===== config.mk =====
export PLATFORM = sky130hd
export DESIGN_NAME = data_gen_burst_sequencer
export DESIGN_NICKNAME = d
export VERILOG_FILES = /design/src/rtl/data_gen_burst_sequencer.sv
export SDC_FILE = /design/constraint.sdc
export NUM_CORES = 1
export LEC_CHECK = 0
export BUFFER_PORTS_ARGS = -buffer_cell sky130_fd_sc_hd__buf_4
export CORE_ASPECT_RATIO = 1.75
export CORE_MARGIN = 2
export CORE_UTILIZATION = 38
export DETAILED_ROUTE_END_ITERATION = 8
export PLACE_DENSITY = 0.65
export SYNTH_ARGS = -nofsm -noshare
export SYNTH_HDL_FRONTEND = slang
export SYNTH_SLANG_ARGS = --single-unit

===== constraint.sdc =====
create_clock -name clk -period 6.1 [get_ports clk]
set_input_delay 0.61 -clock clk [delete_from_list [all_inputs] [get_ports clk]]
set_output_delay 0.61 -clock clk [all_outputs]
set_load 0.02 [all_outputs]

===== src/rtl/data_gen_burst_sequencer.sv =====
// Burst sequencer for the test-data generator: divides clk into the data_clock bit
// strobe and steps dat_pat through preamble/payload/gap bursts. Optional output
// sync_pulse is enabled with the BURST_SYNC_EN macro.
module data_gen_burst_sequencer #(
    parameter int DIV_W = 16,
    parameter int LEN_W = 16,
    parameter int RPT_W = 8
) (
    input  logic             clk,
    input  logic             rst,
    input  logic             start,
    input  logic             abort,
    input  logic [DIV_W-1:0] clk_div,
    input  logic [LEN_W-1:0] pre_len,
    input  logic [LEN_W-1:0] pay_len,
    input  logic [LEN_W-1:0] gap_len,
    input  logic [3:0]       pre_pat,
    input  logic [3:0]       pay_pat,
    input  logic [3:0]       idle_pat,
    input  logic [RPT_W-1:0] burst_cnt,
    output logic             data_clock,
    output logic [3:0]       dat_pat,
    output logic             busy,
    output logic             done,
    output logic [RPT_W-1:0] bursts_done
`ifdef BURST_SYNC_EN
    ,
    output logic             sync_pulse
`endif
);

    typedef enum logic [2:0] {
        S_IDLE = 3'd0,
        S_PRE  = 3'd1,
        S_PAY  = 3'd2,
        S_GAP  = 3'd3,
        S_FIN  = 3'd4
    } state_t;

    state_t           state_q, state_d;
    logic [DIV_W-1:0] div_q, div_d;
    logic [LEN_W-1:0] bit_q, bit_d;
    logic             dclk_q, dclk_d;
    logic [3:0]       pat_q, pat_d;
    logic             busy_q, busy_d;
    logic             done_q, done_d;
    logic [RPT_W-1:0] bursts_q, bursts_d;

    logic [DIV_W-1:0] div_cfg_q, div_cfg_d;
    logic [LEN_W-1:0] pre_len_q, pre_len_d;
    logic [LEN_W-1:0] pay_len_q, pay_len_d;
    logic [LEN_W-1:0] gap_len_q, gap_len_d;
    logic [3:0]       pre_pat_q, pre_pat_d;
    logic [3:0]       pay_pat_q, pay_pat_d;
    logic [3:0]       idle_pat_q, idle_pat_d;
    logic [RPT_W-1:0] burst_cnt_q, burst_cnt_d;

    logic             term_s;
    logic             fall_s;
    logic [LEN_W-1:0] bit_inc_s;
    logic [LEN_W-1:0] cur_len_s;
    logic [RPT_W-1:0] bursts_inc_s;
    state_t           nxt_s;

    // First phase of a burst; S_FIN means every phase is empty.
    function automatic state_t first_phase(input logic [LEN_W-1:0] p,
                                           input logic [LEN_W-1:0] y,
                                           input logic [LEN_W-1:0] g);
        state_t s;
        if (p != '0) begin
            s = S_PRE;
        end else if (y != '0) begin
            s = S_PAY;
        end else if (g != '0) begin
            s = S_GAP;
        end else begin
            s = S_FIN;
        end
        return s;
    endfunction

    // Phase following cur within a burst; S_FIN marks the end of the burst.
    function automatic state_t next_phase(input state_t cur,
                                          input logic [LEN_W-1:0] y,
                                          input logic [LEN_W-1:0] g);
        state_t s;
        case (cur)
            S_PRE: begin
                if (y != '0) begin
                    s = S_PAY;
                end else if (g != '0) begin
                    s = S_GAP;
                end else begin
                    s = S_FIN;
                end
            end
            S_PAY: begin
                if (g != '0) begin
                    s = S_GAP;
                end else begin
                    s = S_FIN;
                end
            end
            default: s = S_FIN;
        endcase
        return s;
    endfunction

    function automatic logic [3:0] pat_of(input state_t s,
                                          input logic [3:0] p,
                                          input logic [3:0] y,
                                          input logic [3:0] i);
        logic [3:0] r;
        case (s)
            S_PRE:   r = p;
            S_PAY:   r = y;
            default: r = i;
        endcase
        return r;
    endfunction

    // Divider terminal count, falling toggle and current phase length.
    always_comb begin
        term_s       = (div_q == div_cfg_q);
        fall_s       = term_s && dclk_q;
        bit_inc_s    = bit_q + LEN_W'(1);
        bursts_inc_s = (bursts_q == '1) ? bursts_q : bursts_q + RPT_W'(1);
        nxt_s        = next_phase(state_q, pay_len_q, gap_len_q);
        case (state_q)
            S_PRE:   cur_len_s = pre_len_q;
            S_PAY:   cur_len_s = pay_len_q;
            S_GAP:   cur_len_s = gap_len_q;
            default: cur_len_s = '0;
        endcase
    end

    // Next-state and output logic for the sequencer FSM.
    always_comb begin
        state_d     = state_q;
        div_d       = div_q;
        bit_d       = bit_q;
        dclk_d      = dclk_q;
        pat_d       = pat_q;
        done_d      = 1'b0;
        bursts_d    = bursts_q;
        div_cfg_d   = div_cfg_q;
        pre_len_d   = pre_len_q;
        pay_len_d   = pay_len_q;
        gap_len_d   = gap_len_q;
        pre_pat_d   = pre_pat_q;
        pay_pat_d   = pay_pat_q;
        idle_pat_d  = idle_pat_q;
        burst_cnt_d = burst_cnt_q;

        case (state_q)
            S_IDLE: begin
                pat_d  = idle_pat;
                div_d  = '0;
                bit_d  = '0;
                dclk_d = 1'b0;
                if (start && !abort) begin
                    div_cfg_d   = clk_div;
                    pre_len_d   = pre_len;
                    pay_len_d   = pay_len;
                    gap_len_d   = gap_len;
                    pre_pat_d   = pre_pat;
                    pay_pat_d   = pay_pat;
                    idle_pat_d  = idle_pat;
                    burst_cnt_d = burst_cnt;
                    bursts_d    = '0;
                    state_d     = first_phase(pre_len, pay_len, gap_len);
                    pat_d       = pat_of(state_d, pre_pat, pay_pat, idle_pat);
                end else begin
                    state_d = S_IDLE;
                end
            end
            S_PRE, S_PAY, S_GAP: begin
                if (term_s) begin
                    div_d  = '0;
                    dclk_d = ~dclk_q;
                end else begin
                    div_d  = div_q + DIV_W'(1);
                end
                // A bit period closes on the falling toggle; phase changes only here.
                if (fall_s) begin
                    if (bit_inc_s == cur_len_s) begin
                        bit_d = '0;
                        if (nxt_s != S_FIN) begin
                            state_d = nxt_s;
                            pat_d   = pat_of(nxt_s, pre_pat_q, pay_pat_q, idle_pat_q);
                        end else begin
                            bursts_d = bursts_inc_s;
                            if ((burst_cnt_q == '0) || (bursts_inc_s < burst_cnt_q)) begin
                                state_d = first_phase(pre_len_q, pay_len_q, gap_len_q);
                                pat_d   = pat_of(state_d, pre_pat_q, pay_pat_q, idle_pat_q);
                            end else begin
                                state_d = S_FIN;
                                pat_d   = idle_pat_q;
                                done_d  = 1'b1;
                            end
                        end
                    end else begin
                        bit_d = bit_inc_s;
                    end
                end else begin
                    bit_d = bit_q;
                end
            end
            S_FIN: begin
                dclk_d = 1'b0;
                pat_d  = idle_pat_q;
                div_d  = '0;
                bit_d  = '0;
                // An all-empty run enters FIN without done, so it raises done one cycle later.
                if (done_q) begin
                    state_d = S_IDLE;
                end else begin
                    done_d  = 1'b1;
                end
            end
            default: begin
                state_d = S_IDLE;
                pat_d   = idle_pat;
                dclk_d  = 1'b0;
            end
        endcase

        if (abort && (state_q != S_IDLE)) begin
            state_d = S_IDLE;
            dclk_d  = 1'b0;
            pat_d   = idle_pat;
            div_d   = '0;
            bit_d   = '0;
            done_d  = 1'b0;
        end else begin
            bursts_d = bursts_d;
        end

        busy_d = (state_d != S_IDLE);
    end

    // State, counter, output and latched-configuration registers.
    always_ff @(posedge clk) begin
        if (rst) begin
            state_q     <= S_IDLE;
            div_q       <= '0;
            bit_q       <= '0;
            dclk_q      <= 1'b0;
            pat_q       <= idle_pat;
            busy_q      <= 1'b0;
            done_q      <= 1'b0;
            bursts_q    <= '0;
            div_cfg_q   <= '0;
            pre_len_q   <= '0;
            pay_len_q   <= '0;
            gap_len_q   <= '0;
            pre_pat_q   <= 4'd0;
            pay_pat_q   <= 4'd0;
            idle_pat_q  <= 4'd0;
            burst_cnt_q <= '0;
        end else begin
            state_q     <= state_d;
            div_q       <= div_d;
            bit_q       <= bit_d;
            dclk_q      <= dclk_d;
            pat_q       <= pat_d;
            busy_q      <= busy_d;
            done_q      <= done_d;
            bursts_q    <= bursts_d;
            div_cfg_q   <= div_cfg_d;
            pre_len_q   <= pre_len_d;
            pay_len_q   <= pay_len_d;
            gap_len_q   <= gap_len_d;
            pre_pat_q   <= pre_pat_d;
            pay_pat_q   <= pay_pat_d;
            idle_pat_q  <= idle_pat_d;
            burst_cnt_q <= burst_cnt_d;
        end
    end

    assign data_clock  = dclk_q;
    assign dat_pat     = pat_q;
    assign busy        = busy_q;
    assign done        = done_q;
    assign bursts_done = bursts_q;

`ifdef BURST_SYNC_EN
    logic sync_q, sync_d;

    // Rising toggle in the first payload bit (first gap bit when payload is empty).
    always_comb begin
        if (!abort && term_s && !dclk_q && (bit_q == '0) &&
            ((state_q == S_PAY) || ((state_q == S_GAP) && (pay_len_q == '0)))) begin
            sync_d = 1'b1;
        end else begin
            sync_d = 1'b0;
        end
    end

    // Sync pulse register, aligned with the data_clock rise.
    always_ff @(posedge clk) begin
        if (rst) begin
            sync_q <= 1'b0;
        end else begin
            sync_q <= sync_d;
        end
    end

    assign sync_pulse = sync_q;
`endif

endmodule


==> metrics.md <==
| Metric | Value |
|---|---|
| Fill cells | `1894` |
| CTS-repair resized insts | `0` |
| Area Overhead vs Synth | `20.27%` |
| Die height | `187.6 µm` |
| Max layer used | `met4` |
| Cell Rows | `67` |
| Most frequent cells in the layout | `228 x nand2_1, 130 x dfxtp_1, 114 x a21oi_1, 109 x buf_4, 49 x nor2_1` |
| # hold bufs at CTS | `0` |
| Net count, final | `1138` |
| Final Setup Violations | `0` |
| Chip width | `108.9 µm` |
| Internal power | `1.624 mW` |
| Critical Path AT | `4.63 ns` |
| Pwr/cell area | `251.5 nW/µm²` |
| Via density | `5.731` |
| Placed instance area | `8240 µm²` |
| Placeable Area | `19030 µm²` |
| Ys Warns | `0` |
| DP HPWL | `17.21 mm` |
| Clock period minus worst slack | `4.281 ns` |
| Root buffer cell | `clkbuf_16` |
| Pin count of the biggest net entering global routing | `95` |
| Wl on met1 | `8.285 mm` |
| Worst vdd ir | `175.6 µV` |
| Number of global-route vias before repair | `7204` |
| PortBufs | `102` |
| Worst-Skew Late Latency | `0.43 ns` |
| Total track usage | `23.29%` |
| I/O pins | `103` |
| Residual DRC count | `0` |
| WL per Instance | `17.91 µm` |
| Ant diodes | `0` |
| Sw frac | `26.64%` |
| Fmax | `0.2336 GHz` |
| Syn Area/Cell | `7.585 µm²` |
| CTS tree | `done` |
| Core Util, Final | `46.26%` |
| Metal3 WL | `1.019 mm` |
| Most common cell after layout, fill and taps aside | `nand2_1` |
| Setup Crit Path Kind | `reg -> reg` |
| Worst-margin pin slew | `1.051 ns` |
| NetSw | `0.5898 mW` |
| Crit Path Max Fanout | `23` |
| Initial Util | `38.46%` |
| Kind of start point of the critical path | `register` |
| Global-route wire length before repair | `36.89 mm` |
| DR pass1 iterations | `5` |
| Combinational power share | `12.3%` |
| Async S/R FF share, synth | `0%` |
| Top FF cell, synth | `dfxtp_1` |
| Synth Net Count | `1063` |
| Flops & latches, synth | `134` |
| Clock power frac | `44.9%` |
| Final Hold Fails | `0` |
| Data required, critical path | `6.45 ns` |
| CP Capture Type | `register` |
| ANT nets after route | `0` |
| Tcrit/Tclk final | `70.18%` |
| Max-slew headroom | `29.50%` |
| Share of layout cells above drive strength 1 | `15.97%` |
| GPL Wtd Cong | `0.9168` |
| Status | `finished clean` |
| Met2 WL | `12.45 mm` |
| Leak pwr | `3.373 nW` |
| Num CTS Buffers | `17` |
| Seq/Total Area, Yosys | `37.20%` |
| 1st-iter DRT viols | `456` |
| Sink Count | `134` |
| Mapped cell area | `7320 µm²` |
| Gr ovfl total | `0` |
| Clock transition at path regs | `0.06 ns` |
| Number of synthesized flops with an enable pin | `4` |
| Detailed Route WL | `23.15 mm` |
| Design Area, Final | `8803 µm²` |
| Yosys cell types | `63` |
| H-tree depth reported by CTS | `4` |
| Syn Inst Count | `965` |
| Max-cap violation count | `0` |
| Setup TNS | `0 ns` |
| Power share of the sequential group | `42.9%` |
| Clock skew | `0.009645 ns` |
| WHS | `0.4304 ns` |
| Initial antenna violation count | `0` |
| Bufs on Longest Clock Path | `2` |
| Final Max Slew Viols | `0` |
| Die area | `20430 µm²` |
| RSZ-0062 raised after global routing | `no` |
| Post-CTS Setup Bufs | `0` |
| Vias | `7410` |
| Worst Hold Class | `in -> reg` |
-- synthesized netlist by cell type (9+ instances only) --
cell / number / area (µm²)
nand2_1: 228 / 855.8
dfxtp_1: 130 / 2603
a21oi_1: 114 / 570.6
nor2_1: 50 / 187.7
clkbuf_1: 43 / 161.4
nor4_1: 36 / 225.2
o21ai_0: 35 / 175.2
nand3_1: 32 / 160.2
xnor2_1: 25 / 219.0
inv_1: 24 / 90.09
nand4_1: 19 / 118.9
a22oi_1: 17 / 127.6
mux2_2: 16 / 180.2
nor3_1: 15 / 75.07
xor2_1: 13 / 113.9
ha_1: 10 / 125.1
mux2i_1: 10 / 100.1
a21o_1: 9 / 67.56
or3_1: 9 / 56.30
-- metal layers --
layer  GRT usage, %  up-vias
met2          42.24      231
met1          23.82     3506
met4          14.30        0
met3          4.380       76
li1               -     3597
met5              0        -
-- kinds of logic after synthesis --
kind of cell,synth area share (%)
DFF,37.20
xor gates and xnor gates,4.855
buffers and inverters,4.051
and+or+nand+nor,28.75
muxes,3.829
adders and majority gates,1.709
AOI/OAI and AO/OA,19.61
-- area by class of cell --
class	count	area [µm²]	share of cell area [%]
Clock inverter	13	133.9	1.521
Clock buffer	18	429.2	4.875
Inverter	24	90.09	1.023
Timing Repair Buffer	109	818.3	9.295
Sequential cell	134	2723	30.93
Multi-Input combinational cell	754	4308	48.93
Tap cell	241	301.5	3.425
-- state kept, by name, summed over array words and instances, names as in the netlist --
signal / count
bursts_done: 8
busy: 1
pre_pat_q: 4
bit_q: 16
idle_pat_q: 4
burst_cnt_q: 8
state_q: 3
dat_pat: 4
pay_len_q: 16
gap_len_q: 16
pay_pat_q: 4
pre_len_q: 16
div_q: 16
done: 1
div_cfg_q: 16
data_clock: 1
-- final timing paths --
path | to | cells past startpoint | from | slack, ns
worst max register to register | bursts_done[0]$_SDFFE_PP0P_ | 9 | state_q[1]$_SDFF_PP0_ | 1.82
worst min register to register | burst_cnt_q[3]$_SDFFE_PP0P_ | 2 | burst_cnt_q[3]$_SDFFE_PP0P_ | 0.45
worst min-delay path | div_cfg_q[9]$_SDFFE_PP0P_ | 3 | clk_div[9] | 0.43
worst max-delay path | bursts_done[0]$_SDFFE_PP0P_ | 9 | state_q[1]$_SDFF_PP0_ | 1.82
-- power groups by stage --
stage | clock network [mW] | logic, mW | registers [mW]
2_1_floorplan | 0 | 0.162 | 0.956
3_3_place_gp | 0 | 0.269 | 0.966
3_5_place_dp | 0 | 0.271 | 0.966
4_1_cts | 1.00 | 0.272 | 0.948
5_1_grt | 1.04 | 0.300 | 0.952
6_report | 0.993 | 0.272 | 0.949
-- worst max-delay path, cell delays in order, from the launching register on --
cell,delay (ns)
dfxtp_1,0.84
nor2b_1,0.60
a22oi_1,0.27
or3b_2,0.50
o32ai_1,0.26
o211ai_1,0.19
nor4b_2,0.55
nand4_2,0.42
or3_1,0.43
a21oi_1,0.14
-- metrics by stage --
stage          setup slack, ns  instances  total power [mW]
4_1_cts                  1.861       1293             2.223
6_report                 1.819       1293             2.214
2_1_floorplan            2.491        965             1.118
5_1_grt                  1.474       1293             2.293
3_5_place_dp             1.900       1262             1.237
3_3_place_gp             2.080       1262             1.235
Note: power is estimated with default switching activity, not from simulation.
